**src/rtl/mips_ifetch_bridge.sv**
```systemverilog
// Instruction-fetch bridge between a MIPS core and a simple ack-based memory port.
// Holds a single-entry instruction buffer and stalls the core on a miss until the fill returns.
module mips_ifetch_bridge #(
  parameter int unsigned TIMEOUT = 255
) (
  input  logic        clk,
  input  logic        rst,
  input  logic [31:0] pc_i,
  input  logic        flush_i,
  output logic [31:0] ins_o,
  output logic        pause_o,
  output logic        mem_req_o,
  output logic [31:0] mem_addr_o,
  input  logic [31:0] mem_rdata_i,
  input  logic        mem_ack_i,
  output logic        err_o
);

  typedef enum logic {
    S_IDLE = 1'b0,
    S_WAIT = 1'b1
  } state_t;

  localparam logic [7:0] CNT_LAST = 8'(TIMEOUT - 1);

  state_t      state_q, state_d;
  logic        buf_valid_q, buf_valid_d;
  logic [29:0] buf_tag_q, buf_tag_d;
  logic [31:0] buf_data_q, buf_data_d;
  logic        stale_q, stale_d;
  logic [7:0]  cnt_q, cnt_d;
  logic        mem_req_q, mem_req_d;
  logic [31:0] mem_addr_q, mem_addr_d;
  logic        err_q, err_d;
  logic        hit_s;
  logic [31:0] ins_s;
  logic        pause_s;

  assign hit_s = buf_valid_q && (buf_tag_q == pc_i[31:2]);

  always_comb begin
    state_d     = state_q;
    buf_valid_d = buf_valid_q;
    buf_tag_d   = buf_tag_q;
    buf_data_d  = buf_data_q;
    stale_d     = stale_q;
    cnt_d       = cnt_q;
    mem_req_d   = mem_req_q;
    mem_addr_d  = mem_addr_q;
    err_d       = 1'b0;
    ins_s       = 32'h0000_0000;
    pause_s     = 1'b1;

    case (state_q)
      S_IDLE: begin
        if (hit_s) begin
          ins_s   = buf_data_q;
          pause_s = 1'b0;
        end else if (pc_i[1:0] != 2'b00) begin
          // Misaligned fetch: let the core run a NOP and report the fault.
          pause_s = 1'b0;
          err_d   = 1'b1;
        end else begin
          state_d    = S_WAIT;
          mem_req_d  = 1'b1;
          mem_addr_d = {pc_i[31:2], 2'b00};
          cnt_d      = 8'd0;
          stale_d    = 1'b0;
        end
      end
      S_WAIT: begin
        if (mem_ack_i) begin
          if (!stale_q && !flush_i) begin
            buf_tag_d   = mem_addr_q[31:2];
            buf_data_d  = mem_rdata_i;
            buf_valid_d = 1'b1;
          end else begin
            buf_valid_d = buf_valid_q;
          end
          mem_req_d = 1'b0;
          state_d   = S_IDLE;
        end else if (cnt_q == CNT_LAST) begin
          mem_req_d = 1'b0;
          state_d   = S_IDLE;
          err_d     = 1'b1;
        end else begin
          cnt_d = cnt_q + 8'd1;
        end
      end
      default: begin
        state_d   = S_IDLE;
        mem_req_d = 1'b0;
      end
    endcase

    // A flush beats any fill landing in the same cycle and poisons an outstanding one.
    if (flush_i) begin
      buf_valid_d = 1'b0;
      if (state_q == S_WAIT) begin
        stale_d = 1'b1;
      end else begin
        stale_d = stale_d;
      end
    end else begin
      buf_valid_d = buf_valid_d;
    end
  end

  always_comb begin
    if (rst) begin
      ins_o   = 32'h0000_0000;
      pause_o = 1'b1;
    end else begin
      ins_o   = ins_s;
      pause_o = pause_s;
    end
  end

  always_ff @(posedge clk) begin
    if (rst) begin
      state_q     <= S_IDLE;
      buf_valid_q <= 1'b0;
      buf_tag_q   <= 30'd0;
      buf_data_q  <= 32'h0000_0000;
      stale_q     <= 1'b0;
      cnt_q       <= 8'd0;
      mem_req_q   <= 1'b0;
      mem_addr_q  <= 32'h0000_0000;
      err_q       <= 1'b0;
    end else begin
      state_q     <= state_d;
      buf_valid_q <= buf_valid_d;
      buf_tag_q   <= buf_tag_d;
      buf_data_q  <= buf_data_d;
      stale_q     <= stale_d;
      cnt_q       <= cnt_d;
      mem_req_q   <= mem_req_d;
      mem_addr_q  <= mem_addr_d;
      err_q       <= err_d;
    end
  end

  assign mem_req_o  = mem_req_q;
  assign mem_addr_o = mem_addr_q;
  assign err_o      = err_q;

endmodule

```
**config.mk**
```make
export PLATFORM = sky130hd
export DESIGN_NAME = mips_ifetch_bridge
export DESIGN_NICKNAME = d
export VERILOG_FILES = /design/src/rtl/mips_ifetch_bridge.sv
export SDC_FILE = /design/constraint.sdc
export NUM_CORES = 1
export LEC_CHECK = 0
export BUFFER_PORTS_ARGS = -buffer_cell sky130_fd_sc_hd__buf_2
export CORE_ASPECT_RATIO = 2
export CORE_MARGIN = 2
export CORE_UTILIZATION = 35
export CTS_CLUSTER_DIAMETER = 200
export CTS_CLUSTER_SIZE = 14
export DETAILED_ROUTE_END_ITERATION = 7
export PLACE_DENSITY = 0.56
export SYNTH_ARGS = -nofsm -noshare
export SYNTH_HDL_FRONTEND = slang
export SYNTH_SLANG_ARGS = --single-unit
```
**constraint.sdc**
```tcl
create_clock -name clk -period 2.5 [get_ports clk]
set_input_delay 0.5 -clock clk [delete_from_list [all_inputs] [get_ports clk]]
set_output_delay 0.5 -clock clk [all_outputs]
set_load 0.01 [all_outputs]
```
---- Word-level counts from Yosys, hierarchy flattened ----
Cells that the tools add are included.
W data, S select, Z words.
storage, ports and cells
  flip-flop bits (word level) ............. 105
  latch bits .............................. 0
  RAM bits ................................ 0
  memory bits (read-only) ................. 0
  input bits .............................. 68
  memories kept ........................... 0
operators by class
  add/sub/neg operators ................... 1
  multiply operators ...................... 0
  divide/modulo/power cells ............... 0
  $lt $le $gt $ge ......................... 0
  equal/unequal tests ..................... 7
  shift operators ......................... 0
  multiplexer cells ....................... 30
  bitwise gates (word level) .............. 3
  reductions and logical operators ........ 10
operators with widths
  kind                   number
  $mux W32               3
  $mux W8                4
  $eq A30 B30 Y1         1
  $mux W1                19
  $pmux W8 S2            1
  $reduce_and A3 Y1      3
  $add A8 B1 Y8 const B  1
  $eq A8 B8 Y1 const B   1
  $ne A2 B2 Y1 const B   4
  $pmux W1 S2            3
  $reduce_and A4 Y1      1
  $ne A3 B2 Y1 const B   1
  $not A1 Y1             3
  $logic_and A1 B1 Y1    2
  $logic_not A1 Y1       2
  $reduce_bool A2 Y1     1
  $reduce_or A2 Y1       1

---- Logic depth before layout (Yosys ltp) ----
  word-level depth ........................ 6
  depth in mapped cells ................... 7
  mapped depth without buffers ............ 7

---- Worst setup path before layout ----
OpenSTA, ideal clock, no wires.
  path kind ............................... input to output
  from .................................... in pc_i[18]
  to ...................................... out ins_o[10]
  data arrival time ....................... 1638 ps
  required time ........................... 2000 ps
  slack ................................... 362 ps
  stages on the path ...................... 6
  path through ............................ xor2_1 > nor4_1 > and4_1 > and3_1 > clkbuf_2 > and2_1
on the way
  longest elaborated chain between the ends .. 5
ends and longest elaborated chain
  element              line  text
  start: declaration   8     input logic [31:0] pc_i,
  $eq A30 B30 Y1       39    assign hit_s = buf_valid_q && (buf_tag_q == pc_i[31:2]);
  $logic_and A1 B1 Y1  39
  $mux W32             56    if (hit_s) begin
  $mux W32             54    case (state_q)
  $mux W32             110   if (rst) begin
  end: declaration     10    output logic [31:0] ins_o,
Every way passes these cells.

---- Worst setup path after layout ----
  from .................................... reg buf_tag_q[29]
  to ...................................... out ins_o[20]
on the way
  longest elaborated chain between the ends .. 5
ends and longest elaborated chain
  element                   line  text
  start: declaration        28    logic [29:0] buf_tag_q, buf_tag_d;
  start signal: assignment  133   buf_tag_q <= buf_tag_d;
  $eq A30 B30 Y1            39
  $logic_and A1 B1 Y1       39
  $mux W32                  56
  $mux W32                  54
  $mux W32                  110
Every way passes these cells.

==> impl_metrics.env <==
export IMPL_seqCellArea_mm2=0.00211
export IMPL_grt_setup_unrepaired="true"
export IMPL_hpwl_um=7890
export IMPL_synthArstFlopShare=0
export IMPL_synthFlopType="dfxtp_1"
export IMPL_swShare=0.236
export IMPL_final_nets=752
export IMPL_synth_top_area_frac=0.446
export IMPL_avgSynthCellArea_um2=8.34
export IMPL_drc=0
export IMPL_arrival_ns=2.05
export IMPL_grt_pass1_vias=3744
export IMPL_timing_worst_slew_pin_value_ns=0.567
export IMPL_multi_input_comb_area_mm2=0.00246
export IMPL_area_delta_synth_final_pct=24.0
export IMPL_dieArea_mm2=0.0145
export IMPL_worstPathRequired_ns=2.00
export IMPL_finalCriticalPeriod_ns=2.55
export IMPL_worstHoldPathCells=3
export IMPL_finalPower_w=0.00334
export IMPL_clkSinkCount=105
export IMPL_mappedNetlistArea_mm2=0.00471
export IMPL_rr_worst_depth=8
export IMPL_post_place_ws_ns=-0.0149
export IMPL_p_sw_w=0.000788
export IMPL_synth_area_leaders="dfxtp_1 45%, nand2_1 10%, nand2b_1 8.1%"
export IMPL_clkSlewWorstSetupHoldPaths_ns=0.07
export IMPL_crit_start="buf_tag_q[29]"
export IMPL_final_max_slew_viol_count=0
export IMPL_start_util=0.355
export IMPL_synth_xor_area_share=0.0651
export IMPL_yosys_top_cells_count="129 x nand2_1, 105 x dfxtp_1, 67 x a21oi_1, 61 x nand2b_1, 32 x and2_1"
export IMPL_num_vias=3993
export IMPL_r2r_end="mem_addr_o[31]"
export IMPL_synth_ff_latch_count=105
export IMPL_yosys_cell_types_count=37
export IMPL_grt_max_degree=138
export IMPL_vdd_drop_max_mv=0.313
export IMPL_routed_wl_um=11300
export IMPL_start_kind="flip-flop"
export IMPL_fp_row_count=60
export IMPL_fmax_mhz=392
export IMPL_cts_buffers=9
export IMPL_drt_vias_per_instance=4.75
export IMPL_reg2reg_from="buf_tag_q[27]"
export IMPL_worstSetupPathType="reg -> out"
export IMPL_yosysTopAreaCell="dfxtp_1"
export IMPL_grt_pass1_wl_um=18300
export IMPL_synth_edf_count=0
export IMPL_hp_start="mem_rdata_i[14]"
export IMPL_cts_tree="yes"
export IMPL_wl_per_cell_um=13.5
export IMPL_synthCells=565
export IMPL_fin_ws_ns=-0.0518
export IMPL_port_buffers=132
export IMPL_clk_latency_ns=0.34
export IMPL_violations="negative setup slack"
export IMPL_synth_seq_area_share=0.446
export IMPL_gr_total_overflow=0
export IMPL_die_w_um=86.0
export IMPL_hp_class="in -> reg"
export IMPL_nFillCells=1390
export IMPL_synth_compound_area_frac=0.0908
export IMPL_gp_congestion=0.797
export IMPL_ios=135
export IMPL_p_clk_frac=0.386
export IMPL_insertedDiodeCount=0
export IMPL_h_tree_depth=3
export IMPL_drive_gt1_frac=0.242
export IMPL_drv_cap=0
export IMPL_setup_viol=32
export IMPL_grt_use_total=0.158
export IMPL_synth_warnings=0
export IMPL_p_per_area_mw_per_mm2=571
export IMPL_synthSimpleGateAreaFrac=0.288
export IMPL_holdPathEnd="buf_data_q[14]"
export IMPL_antenna_found_initial=0
export IMPL_core_mm2=0.0133
export IMPL_hold_buffers=0
export IMPL_power_leakage_nw=2.40
export IMPL_cts_buffer_depth=2
export IMPL_slew_headroom=0.618
export IMPL_synthAdderAreaFrac=0.00531
export IMPL_cp_end_kind="output pin"
export IMPL_first_pass_iters=4
export IMPL_ant_nets=0
export IMPL_die_y_um=168
export IMPL_seqPwrFrac=0.522
export IMPL_yosys_cell_count_top_type="nand2_1"
export IMPL_ctsRootBufferMaster="clkbuf_16"
export IMPL_period_share=1.02
export IMPL_p_comb_frac=0.093
export IMPL_status="complete, but fails checks"
export IMPL_finalHoldViolCount=0
export IMPL_drt_iter0_drc=175
export IMPL_fin_skew_ns=0.00773
export IMPL_synthMuxAreaShare=0.0637
export IMPL_crit_fanout=32
export IMPL_rrSetupSlack_ns=0.56
export IMPL_synth_top_family_by_area="simple AND/OR/NAND/NOR gates"
export IMPL_cellInternalPower_w=0.00255
[power groups by stage]
stage	Clock [W]	Sequential, W	Combinational [W]
after floorplan	0	0.00179	0.000164
final	0.00129	0.00174	0.000309
after global placement	0	0.00178	0.000309
after global routing	0.00140	0.00175	0.000344
after detailed placement	0	0.00178	0.000312
after CTS	0.00134	0.00174	0.000313
[layer usage]
metal / GRT usage / vias up / part of all wire
met2: 0.252 / 88 / 0.46
met5: 0 / - / 0
met1: 0.212 / 1821 / 0.48
met3: 0.0314 / 8 / 0.049
met4: 0.0490 / 0 / 0.013
li1: - / 2076 / -
[state kept, by name, indices dropped and copies added (netlist names)]
| register | flops |
|---|---|
| buf_data_q | 32 |
| stale_q | 1 |
| buf_valid_q | 1 |
| cnt_q | 8 |
| mem_req_o | 1 |
| err_o | 1 |
| state_q | 1 |
| buf_tag_q | 30 |
| mem_addr_o | 30 |
[timing repair]
item / in CTS / in global routing
resized for setup: 2 / 4
pin swaps: 1 / 3
endpoints found under the setup margin: 32 / 32
buffers inserted: 0 / 1
[per-stage QoR]
step / std cells / cell area (um^2) / hold WS, ns / utilization / setup TNS [ns]
final: 841 / 5840 / 0.394 / 0.440 / -1.07
after global routing: 841 / 5840 / 0.383 / 0.440 / -4.08
after CTS: 840 / 5820 / 0.379 / 0.438 / -1.90
after detailed placement: 825 / 5550 / 0.444 / 0.418 / -0.0919
after global placement: 825 / 5550 / 0.437 / 0.418 / -0.00143
after floorplan: 566 / 4710 / 0.432 / - / 0
[worst max path at each step]
stage | to | slack (ns) | depth (start not counted)
finish | ins_o[20] | -0.05 | 7
global route | ins_o[26] | -0.15 | 7
CTS | ins_o[20] | -0.07 | 7
detailed placement | ins_o[20] | -0.01 | 8
global placement | ins_o[6] | -0.001 | 8
floorplan | ins_o[10] | 0.36 | 6
[placed cells by master, fill, tap and decap left out, drive strengths merged]
cell / instances
buf: 143
nand2: 129
dfxtp: 105
a21oi: 67
nand2b: 61
and2: 32
xor2: 31
mux2i: 30
nor4: 13
clkbuf: 13
nor3: 10
nor2: 9
o21ai: 6
nand4: 4
xnor2: 4
or3: 3
nand3: 3
inv: 2
and4: 2
o31ai: 2
ha: 2
conb: 2
clkinvlp: 2
nor4b: 2
and3: 2
a21boi: 1
and2b: 1
o31a: 1
o311ai: 1
nand3b: 1
a2111oi: 1
o21a: 1
[cells by family (layout without fill, tap and decap cells)]
kind of cell | after synthesis | count (layout)
buffers and inverters | 40 | 160
xor gates and xnor gates | 35 | 35
AOI/OAI and AO/OA | 80 | 80
and+or+nand+nor | 272 | 272
muxes | 30 | 30
other | 1 | 2
DFF | 105 | 105
adders and majority gates | 2 | 2
[final cells by class]
cell class                 instances  share of cell area
clock inverter                     2             0.00257
sequential                       105               0.360
timing repair buffer             143               0.138
inverter                           2             0.00128
tap                              155              0.0332
clock buffer                      13              0.0428
multi-input combinational        421               0.421
[worst max-delay path, stage by stage, from the launching register on]
cell	delay (ns)
dfxtp_2	0.33
xor2_2	0.20
nor4_2	0.29
and4_1	0.25
and3_4	0.19
buf_12	0.16
and2_1	0.14
buf_2	0.13
(Power assumes the default switching activity.)
